--- src/rtl/keypad_entry_ctrl_pkg.sv ---
// Shared constants for the keypad entry controller; the display block decodes
// state_o with the same encodings.
package keypad_entry_ctrl_pkg;

  localparam logic [2:0] ENTER_A   = 3'd0;
  localparam logic [2:0] ENTER_B   = 3'd1;
  localparam logic [2:0] START     = 3'd2;
  localparam logic [2:0] WAIT_DONE = 3'd3;
  localparam logic [2:0] SHOW      = 3'd4;

  localparam logic [3:0] BCD_NONE = 4'b1111;

  localparam logic DB_WAIT_PRESS   = 1'b0;
  localparam logic DB_WAIT_RELEASE = 1'b1;

  function automatic logic is_bcd_digit(input logic [3:0] nib);
    return (nib <= 4'd9);
  endfunction

endpackage

--- src/rtl/keypad_entry_ctrl_key_debounce.sv ---
// Turns the decoder's per-cycle key indication into one strobe per physical
// press, requiring DEBOUNCE_CYCLES stable cycles for both press and release.
module key_debounce
  import keypad_entry_ctrl_pkg::*;
#(
  parameter int DEBOUNCE_CYCLES = 1000000
) (
  input  logic       clk,
  input  logic       rst,
  input  logic       pad_valid,
  input  logic [3:0] bcd,
  output logic       key_strobe,
  output logic [3:0] key_digit
);

  localparam int CNT_W = $clog2(DEBOUNCE_CYCLES + 1);
  localparam logic [CNT_W-1:0] CNT_LAST = CNT_W'(DEBOUNCE_CYCLES - 1);
  localparam logic [CNT_W-1:0] CNT_ONE  = CNT_W'(1);

  logic             db_state_r, db_state_s;
  logic [CNT_W-1:0] cnt_r, cnt_s;
  logic [3:0]       cand_r, cand_s;
  logic             strobe_r, strobe_s;
  logic [3:0]       digit_r, digit_s;
  logic             key_s;

  // Out-of-range codes (including BCD_NONE) count as no key.
  assign key_s = pad_valid && is_bcd_digit(bcd);

  // Debounce next-state: stability counting for press and release phases.
  always_comb begin
    db_state_s = db_state_r;
    cnt_s      = cnt_r;
    cand_s     = cand_r;
    strobe_s   = 1'b0;
    digit_s    = digit_r;
    case (db_state_r)
      DB_WAIT_PRESS: begin
        if (!key_s) begin
          cnt_s  = '0;
          cand_s = BCD_NONE;
        end else if (bcd != cand_r) begin
          cnt_s  = '0;
          cand_s = bcd;
        end else if (cnt_r == CNT_LAST) begin
          strobe_s   = 1'b1;
          digit_s    = cand_r;
          cnt_s      = '0;
          cand_s     = BCD_NONE;
          db_state_s = DB_WAIT_RELEASE;
        end else begin
          cnt_s = cnt_r + CNT_ONE;
        end
      end
      DB_WAIT_RELEASE: begin
        if (key_s) begin
          cnt_s = '0;
        end else if (cnt_r == CNT_LAST) begin
          cnt_s      = '0;
          db_state_s = DB_WAIT_PRESS;
        end else begin
          cnt_s = cnt_r + CNT_ONE;
        end
      end
      default: begin
        db_state_s = DB_WAIT_PRESS;
        cnt_s      = '0;
        cand_s     = BCD_NONE;
      end
    endcase
  end

  // Debounce state and registered strobe/digit outputs.
  always_ff @(posedge clk) begin
    if (rst) begin
      db_state_r <= DB_WAIT_PRESS;
      cnt_r      <= '0;
      cand_r     <= BCD_NONE;
      strobe_r   <= 1'b0;
      digit_r    <= 4'd0;
    end else begin
      db_state_r <= db_state_s;
      cnt_r      <= cnt_s;
      cand_r     <= cand_s;
      strobe_r   <= strobe_s;
      digit_r    <= digit_s;
    end
  end

  assign key_strobe = strobe_r;
  assign key_digit  = digit_r;

endmodule

--- src/rtl/keypad_entry_ctrl.sv ---
// Keypad sequencer: collects two BCD operands from debounced key presses,
// launches the multiplier and holds the operands while the result is shown.
module keypad_entry_ctrl
  import keypad_entry_ctrl_pkg::*;
#(
  parameter int DIGITS          = 2,
  parameter int DEBOUNCE_CYCLES = 1000000
) (
  input  logic                clk,
  input  logic                rst,
  input  logic                pad_valid,
  input  logic [3:0]          bcd,
  input  logic                mul_ready,
  input  logic                mul_done,
  output logic [4*DIGITS-1:0] op_a,
  output logic [4*DIGITS-1:0] op_b,
  output logic                mul_start,
  output logic                busy,
  output logic                result_valid,
  output logic                key_strobe,
  output logic [2:0]          digit_cnt,
  output logic [2:0]          state_o
);

  localparam int OP_W = 4 * DIGITS;
  localparam logic [2:0] LAST_DIGIT = 3'(DIGITS - 1);

  logic            strobe_s;
  logic [3:0]      digit_s;
  logic [2:0]      state_r, state_s;
  logic [OP_W-1:0] op_a_r, op_b_r;
  logic [2:0]      digit_cnt_r;
  logic            last_digit_s;

  key_debounce #(
    .DEBOUNCE_CYCLES(DEBOUNCE_CYCLES)
  ) u_debounce (
    .clk       (clk),
    .rst       (rst),
    .pad_valid (pad_valid),
    .bcd       (bcd),
    .key_strobe(strobe_s),
    .key_digit (digit_s)
  );

  assign last_digit_s = (digit_cnt_r == LAST_DIGIT);

  // FSM state register.
  always_ff @(posedge clk) begin
    if (rst) begin
      state_r <= ENTER_A;
    end else begin
      state_r <= state_s;
    end
  end

  // FSM next-state logic.
  always_comb begin
    state_s = state_r;
    case (state_r)
      ENTER_A: begin
        if (strobe_s && last_digit_s) state_s = ENTER_B;
        else                          state_s = ENTER_A;
      end
      ENTER_B: begin
        if (strobe_s && last_digit_s) state_s = START;
        else                          state_s = ENTER_B;
      end
      START: begin
        if (mul_ready) state_s = WAIT_DONE;
        else           state_s = START;
      end
      WAIT_DONE: begin
        if (mul_done) state_s = SHOW;
        else          state_s = WAIT_DONE;
      end
      SHOW: begin
        if (strobe_s) state_s = ENTER_A;
        else          state_s = SHOW;
      end
      default: state_s = ENTER_A;
    endcase
  end

  // FSM outputs; mul_start is tied to the START->WAIT_DONE transition.
  always_comb begin
    mul_start    = 1'b0;
    busy         = 1'b0;
    result_valid = 1'b0;
    case (state_r)
      START: begin
        busy      = 1'b1;
        mul_start = mul_ready;
      end
      WAIT_DONE: busy = 1'b1;
      SHOW:      result_valid = 1'b1;
      default: begin
        mul_start    = 1'b0;
        busy         = 1'b0;
        result_valid = 1'b0;
      end
    endcase
  end

  // Operand shift registers and digit counter; the acknowledge key in SHOW clears them.
  always_ff @(posedge clk) begin
    if (rst) begin
      op_a_r      <= '0;
      op_b_r      <= '0;
      digit_cnt_r <= 3'd0;
    end else begin
      case (state_r)
        ENTER_A: begin
          if (strobe_s) begin
            op_a_r      <= (op_a_r << 4'd4) | OP_W'(digit_s);
            digit_cnt_r <= last_digit_s ? 3'd0 : digit_cnt_r + 3'd1;
          end
        end
        ENTER_B: begin
          if (strobe_s) begin
            op_b_r      <= (op_b_r << 4'd4) | OP_W'(digit_s);
            digit_cnt_r <= last_digit_s ? 3'd0 : digit_cnt_r + 3'd1;
          end
        end
        SHOW: begin
          if (strobe_s) begin
            op_a_r      <= '0;
            op_b_r      <= '0;
            digit_cnt_r <= 3'd0;
          end
        end
        default: begin
          op_a_r      <= op_a_r;
          op_b_r      <= op_b_r;
          digit_cnt_r <= digit_cnt_r;
        end
      endcase
    end
  end

  assign op_a       = op_a_r;
  assign op_b       = op_b_r;
  assign digit_cnt  = digit_cnt_r;
  assign state_o    = state_r;
  assign key_strobe = strobe_s;

endmodule

--- config.mk ---
export PLATFORM = sky130hd
export DESIGN_NAME = keypad_entry_ctrl
export DESIGN_NICKNAME = d
export VERILOG_FILES = /design/src/rtl/keypad_entry_ctrl_pkg.sv /design/src/rtl/keypad_entry_ctrl_key_debounce.sv /design/src/rtl/keypad_entry_ctrl.sv
export SDC_FILE = /design/constraint.sdc
export NUM_CORES = 1
export LEC_CHECK = 0
export ABC_AREA = 1
export CAP_MARGIN = 15
export CORE_MARGIN = 5
export CORE_UTILIZATION = 45
export CTS_CLUSTER_SIZE = 24
export DETAILED_ROUTE_END_ITERATION = 12
export PLACE_DENSITY_LB_ADDON = 0.05
export SLEW_MARGIN = 25
export SYNTH_ARGS = -nofsm -noshare
export SYNTH_HDL_FRONTEND = slang
export SYNTH_SLANG_ARGS = --single-unit
--- constraint.sdc ---
create_clock -name clk -period 1.8 [get_ports clk]
set_input_delay 0.36 -clock clk [delete_from_list [all_inputs] [get_ports clk]]
set_output_delay 0.36 -clock clk [all_outputs]
set_load 0.005 [all_outputs]
==> results of run 1 <==
[worst register-to-register path: cells and delay by family, from the launching register on]
kind          cells  cell delay (ns)
buf+inv           1             0.05
fa+ha+maj         1             0.21
simple gates      6             0.84
flops             1             0.37
[per-layer routing]
metal	share of wire	GRT usage	wire [um]	vias to the layer above
li1	-	-	-	1239
met1	0.49	0.219	2710	1038
met2	0.46	0.266	2560	39
met3	0.048	0.0388	267	2
met4	0.0052	0.0345	29	0
met5	0	0	0	-
[sequential cells by signal, summed over array words and instances (netlist names)]
register / flops
u_debounce.key_digit: 4
u_debounce.cnt_r: 20
u_debounce.key_strobe: 1
u_debounce.cand_r: 4
state_o: 3
op_a: 8
op_b: 8
digit_cnt: 3
u_debounce.db_state_r: 1
[Yosys cell counts]
cell type	number	area, um^2
sky130_fd_sc_hd__a21oi_4	1	16.3
sky130_fd_sc_hd__or2_0	1	6.26
sky130_fd_sc_hd__nor2_4	2	22.5
sky130_fd_sc_hd__o21ai_1	1	5.00
sky130_fd_sc_hd__nand3_1	37	185
sky130_fd_sc_hd__ha_1	1	12.5
sky130_fd_sc_hd__buf_1	1	3.75
sky130_fd_sc_hd__o22ai_1	1	6.26
sky130_fd_sc_hd__a211oi_2	2	25.0
sky130_fd_sc_hd__inv_4	1	6.26
sky130_fd_sc_hd__xnor2_1	4	35.0
sky130_fd_sc_hd__nand3b_1	2	15.0
sky130_fd_sc_hd__nor3_1	2	10.0
sky130_fd_sc_hd__buf_8	1	15.0
sky130_fd_sc_hd__o21bai_1	1	7.51
sky130_fd_sc_hd__nand4_2	1	12.5
sky130_fd_sc_hd__nand4_1	7	43.8
sky130_fd_sc_hd__xor2_1	9	78.8
sky130_fd_sc_hd__nand2_1	68	255
sky130_fd_sc_hd__nand3_2	3	30.0
sky130_fd_sc_hd__buf_2	2	10.0
sky130_fd_sc_hd__a21oi_1	23	115
sky130_fd_sc_hd__inv_1	39	146
sky130_fd_sc_hd__inv_2	5	18.8
sky130_fd_sc_hd__nor2b_1	1	6.26
sky130_fd_sc_hd__nor2_2	15	93.8
sky130_fd_sc_hd__nand2_4	1	11.3
sky130_fd_sc_hd__o211ai_1	2	15.0
sky130_fd_sc_hd__nor2_8	1	20.0
sky130_fd_sc_hd__nand2_2	3	18.8
sky130_fd_sc_hd__nor2_1	54	203
sky130_fd_sc_hd__clkbuf_1	2	7.51
sky130_fd_sc_hd__dfxtp_1	52	1040
sky130_fd_sc_hd__a41oi_1	1	8.76
sky130_fd_sc_hd__o21ai_0	10	50.1
[power groups by stage]
stage               registers (uW)  logic (uW)  clock network (uW)
floorplan                     1180        56.6                   0
global placement              1190         101                   0
detailed placement            1190         101                   0
CTS                           1160         102                 709
global route                  1160         114                 783
finish                        1160         101                 684
[layout make-up]
type / count / area [um^2] / area share
tap: 72 / 90.1 / 0.0286
clock inverter: 1 / 7.51 / 0.00238
timing repair buffer: 45 / 423 / 0.134
sequential: 52 / 1050 / 0.333
clock buffer: 7 / 86.3 / 0.0274
inverter: 45 / 174 / 0.0552
multi-input combinational: 254 / 1320 / 0.420
[cell families (layout without fill, tap and decap cells)]
kind of cell | Yosys count | in the layout | share of synthesized area
and+or+nand+nor | 198 | 198 | 0.365
DFF | 52 | 52 | 0.407
buffers and inverters | 51 | 98 | 0.0812
AOI/OAI and AO/OA | 42 | 42 | 0.0974
xor gates and xnor gates | 13 | 13 | 0.0445
adders and majority gates | 1 | 1 | 0.00489
[worst min path at each step]
| stage | from | endpoint | slack, ns | cells past startpoint |
|---|---|---|---|---|
| 5_1_grt | u_debounce.cnt_r[0] | u_debounce.cnt_r[0] | 0.49 | 1 |
| 3_3_place_gp | u_debounce.cnt_r[0] | u_debounce.cnt_r[0] | 0.44 | 1 |
| 3_5_place_dp | u_debounce.cnt_r[0] | u_debounce.cnt_r[0] | 0.45 | 1 |
| 4_1_cts | op_b[7] | op_b[7] | 0.47 | 2 |
| 6_report | op_b[7] | op_b[7] | 0.47 | 2 |
| 2_1_floorplan | u_debounce.cnt_r[0] | u_debounce.cnt_r[0] | 0.42 | 1 |
[through the flow]
| step | setup WS (ns) | power, uW | cells | utilization |
|---|---|---|---|---|
| 2_1_floorplan | 0.350 | 1240 | 357 | - |
| 6_report | 0.169 | 1940 | 476 | 0.572 |
| 3_3_place_gp | -0.0446 | 1290 | 467 | 0.550 |
| 3_5_place_dp | -0.0574 | 1290 | 467 | 0.550 |
| 4_1_cts | 0.0151 | 1970 | 476 | 0.570 |
| 5_1_grt | 0.0526 | 2050 | 476 | 0.572 |
[what timing repair did]
item                                    4_1_cts  5_1_grt
endpoints found under the setup margin        3        1
setup buffers                                 1        0
pin swaps                                     1        0
resized for setup                             9        3
==> qor.txt, run 1 <==
result of the run = complete, no violations
internal power summed over all cells = 1510 uW
maximum fanout count along the critical path = 6
Post-Syn Instances = 357
worst setup path category = flip-flop to output pin
height of the chip = 85.4 um
CTS root buffer = sky130_fd_sc_hd__clkbuf_8
TritonCTS clock tree = built
Synth warnings = 0
number of maximum-capacitance constraint violations = 0
total via count in the routed design = 2,318
number of buffers inserted during clock tree synthesis = 5
master of the slowest instance on the critical path = sky130_fd_sc_hd__clkdlybuf4s50_1
unrepaired setup endpoints after global routing = false
Die X-Extent = 85.4 um
violation count after the first detailed-route iteration = 132
Period minus WS final = 1.63 ns
number of nets produced by synthesis = 367
Worst R2R End = u_debounce.cnt_r[14]
flop2flop setup slack = 0.23 ns
sequential cell area fraction in the yosys report = 0.407
WL final = 5570 um
count of different cell masters after synthesis = 35
total track usage = 0.163
fraction of final layout cells with drive strength greater than 1 = 0.144
num ports = 35
Hold-fix buffers, CTS = 0
part of the cycle the worst path needs = 0.906
Flop pwr share = 0.596
Longest Clk Path Bufs = 2
Post-Route Skew = 0.0134 ns
PD cells = 617 nW/um^2
# DRC = 0
clock network fraction of total power = 0.352
most common cell after layout, fill and taps aside = sky130_fd_sc_hd__nand2_1
destination of the critical timing path = digit_cnt[0]
kind of cell with the highest combined delay on the critical path = buffers and inverters
Data required, critical path = 1.44 ns
first-pass GRT wire length = 9810 um
area of the die = 7290 um^2
final weighted congestion in routability-driven placement = 0.895
worst reg2reg startpoint = u_debounce.cnt_r[0]
worst reg2reg path depth = 8
worst hold slack = 0.469 ns
std cell rows = 27
final-stage net count = 413
Static Leakage = 0.00121 uW
slew at the pin with the worst max-slew slack = 0.281 ns
Psw = 431 uW
number of buffers and inverters on the critical path = 1
drt first pass iters = 4
critical path startpoint category = flip-flop
total placed instance area = 3030 um^2
number of failing hold endpoints at the final stage = 0
final HPWL from detailed placement = 4330 um
antenna violations before repair = 0
path class of the lowest-slack min-delay path = flip-flop to flip-flop
net switching fraction of the power = 0.222
maximum vdd ir drop = 0.314 mV
final antenna diode count = 0
initial core utilization = 0.464
top library cells by usage in the layout, fill and taps aside = sky130_fd_sc_hd__nand2_1, sky130_fd_sc_hd__nor2_1, sky130_fd_sc_hd__dfxtp_1, sky130_fd_sc_hd__inv_1, sky130_fd_sc_hd__nand3_1
post-synthesis sequential element count = 52
number of nets still failing antenna checks after routing = 0
Max Fclk = 613 MHz
post-DR vias/cell = 4.87
number of logic stages on the critical path including buffering = 1
crit path launch = digit_cnt[0]
max_slew headroom = 0.813
area of the mapped netlist = 2560 um^2
floorplan core area = 5510 um^2
largest net degree at the start of global routing = 18
Comb pwr share = 0.052
data arrival time at the worst-slack endpoint = 1.27 ns
total non-filler cell area in the finished layout = 3150 um^2
Max H-tree Level = 2
PortBufs = 34
CP cell instances = clkdlybuf4s50_1
Area Overhead vs Synth = 23.1%
Mean Syn Cell Area = 7.16 um^2
Worst Setup End Kind = output pin
average wire per cell in the routed design = 11.7 um
Clk pin slew, worst setup/hold paths = 0.10 ns
fillers = 537
setup_tns = 0 ns
grt total ovfl = 0
final count of negative-setup-slack endpoints = 0
slowest cell delay on critical path = 0.54 ns
vias in the first global route = 2,135
sink count of the clock tree = 52
number of pins exceeding their max-slew limit in the final report = 0
clk_lat worst skew = 0.30 ns
Note: power is estimated with default switching activity, not from simulation.
==> run 2, diff against run 1 <==
CAP_MARGIN = 10   (was 15)
==> results of run 2 <==
No change in the layout: final DEF, timing and power equal those of run 1.
==> run 3, diff against run 2 <==
CAP_MARGIN = 15   (was 10)
==> results of run 3 <==
No change in the layout: final DEF, timing and power equal those of run 1.
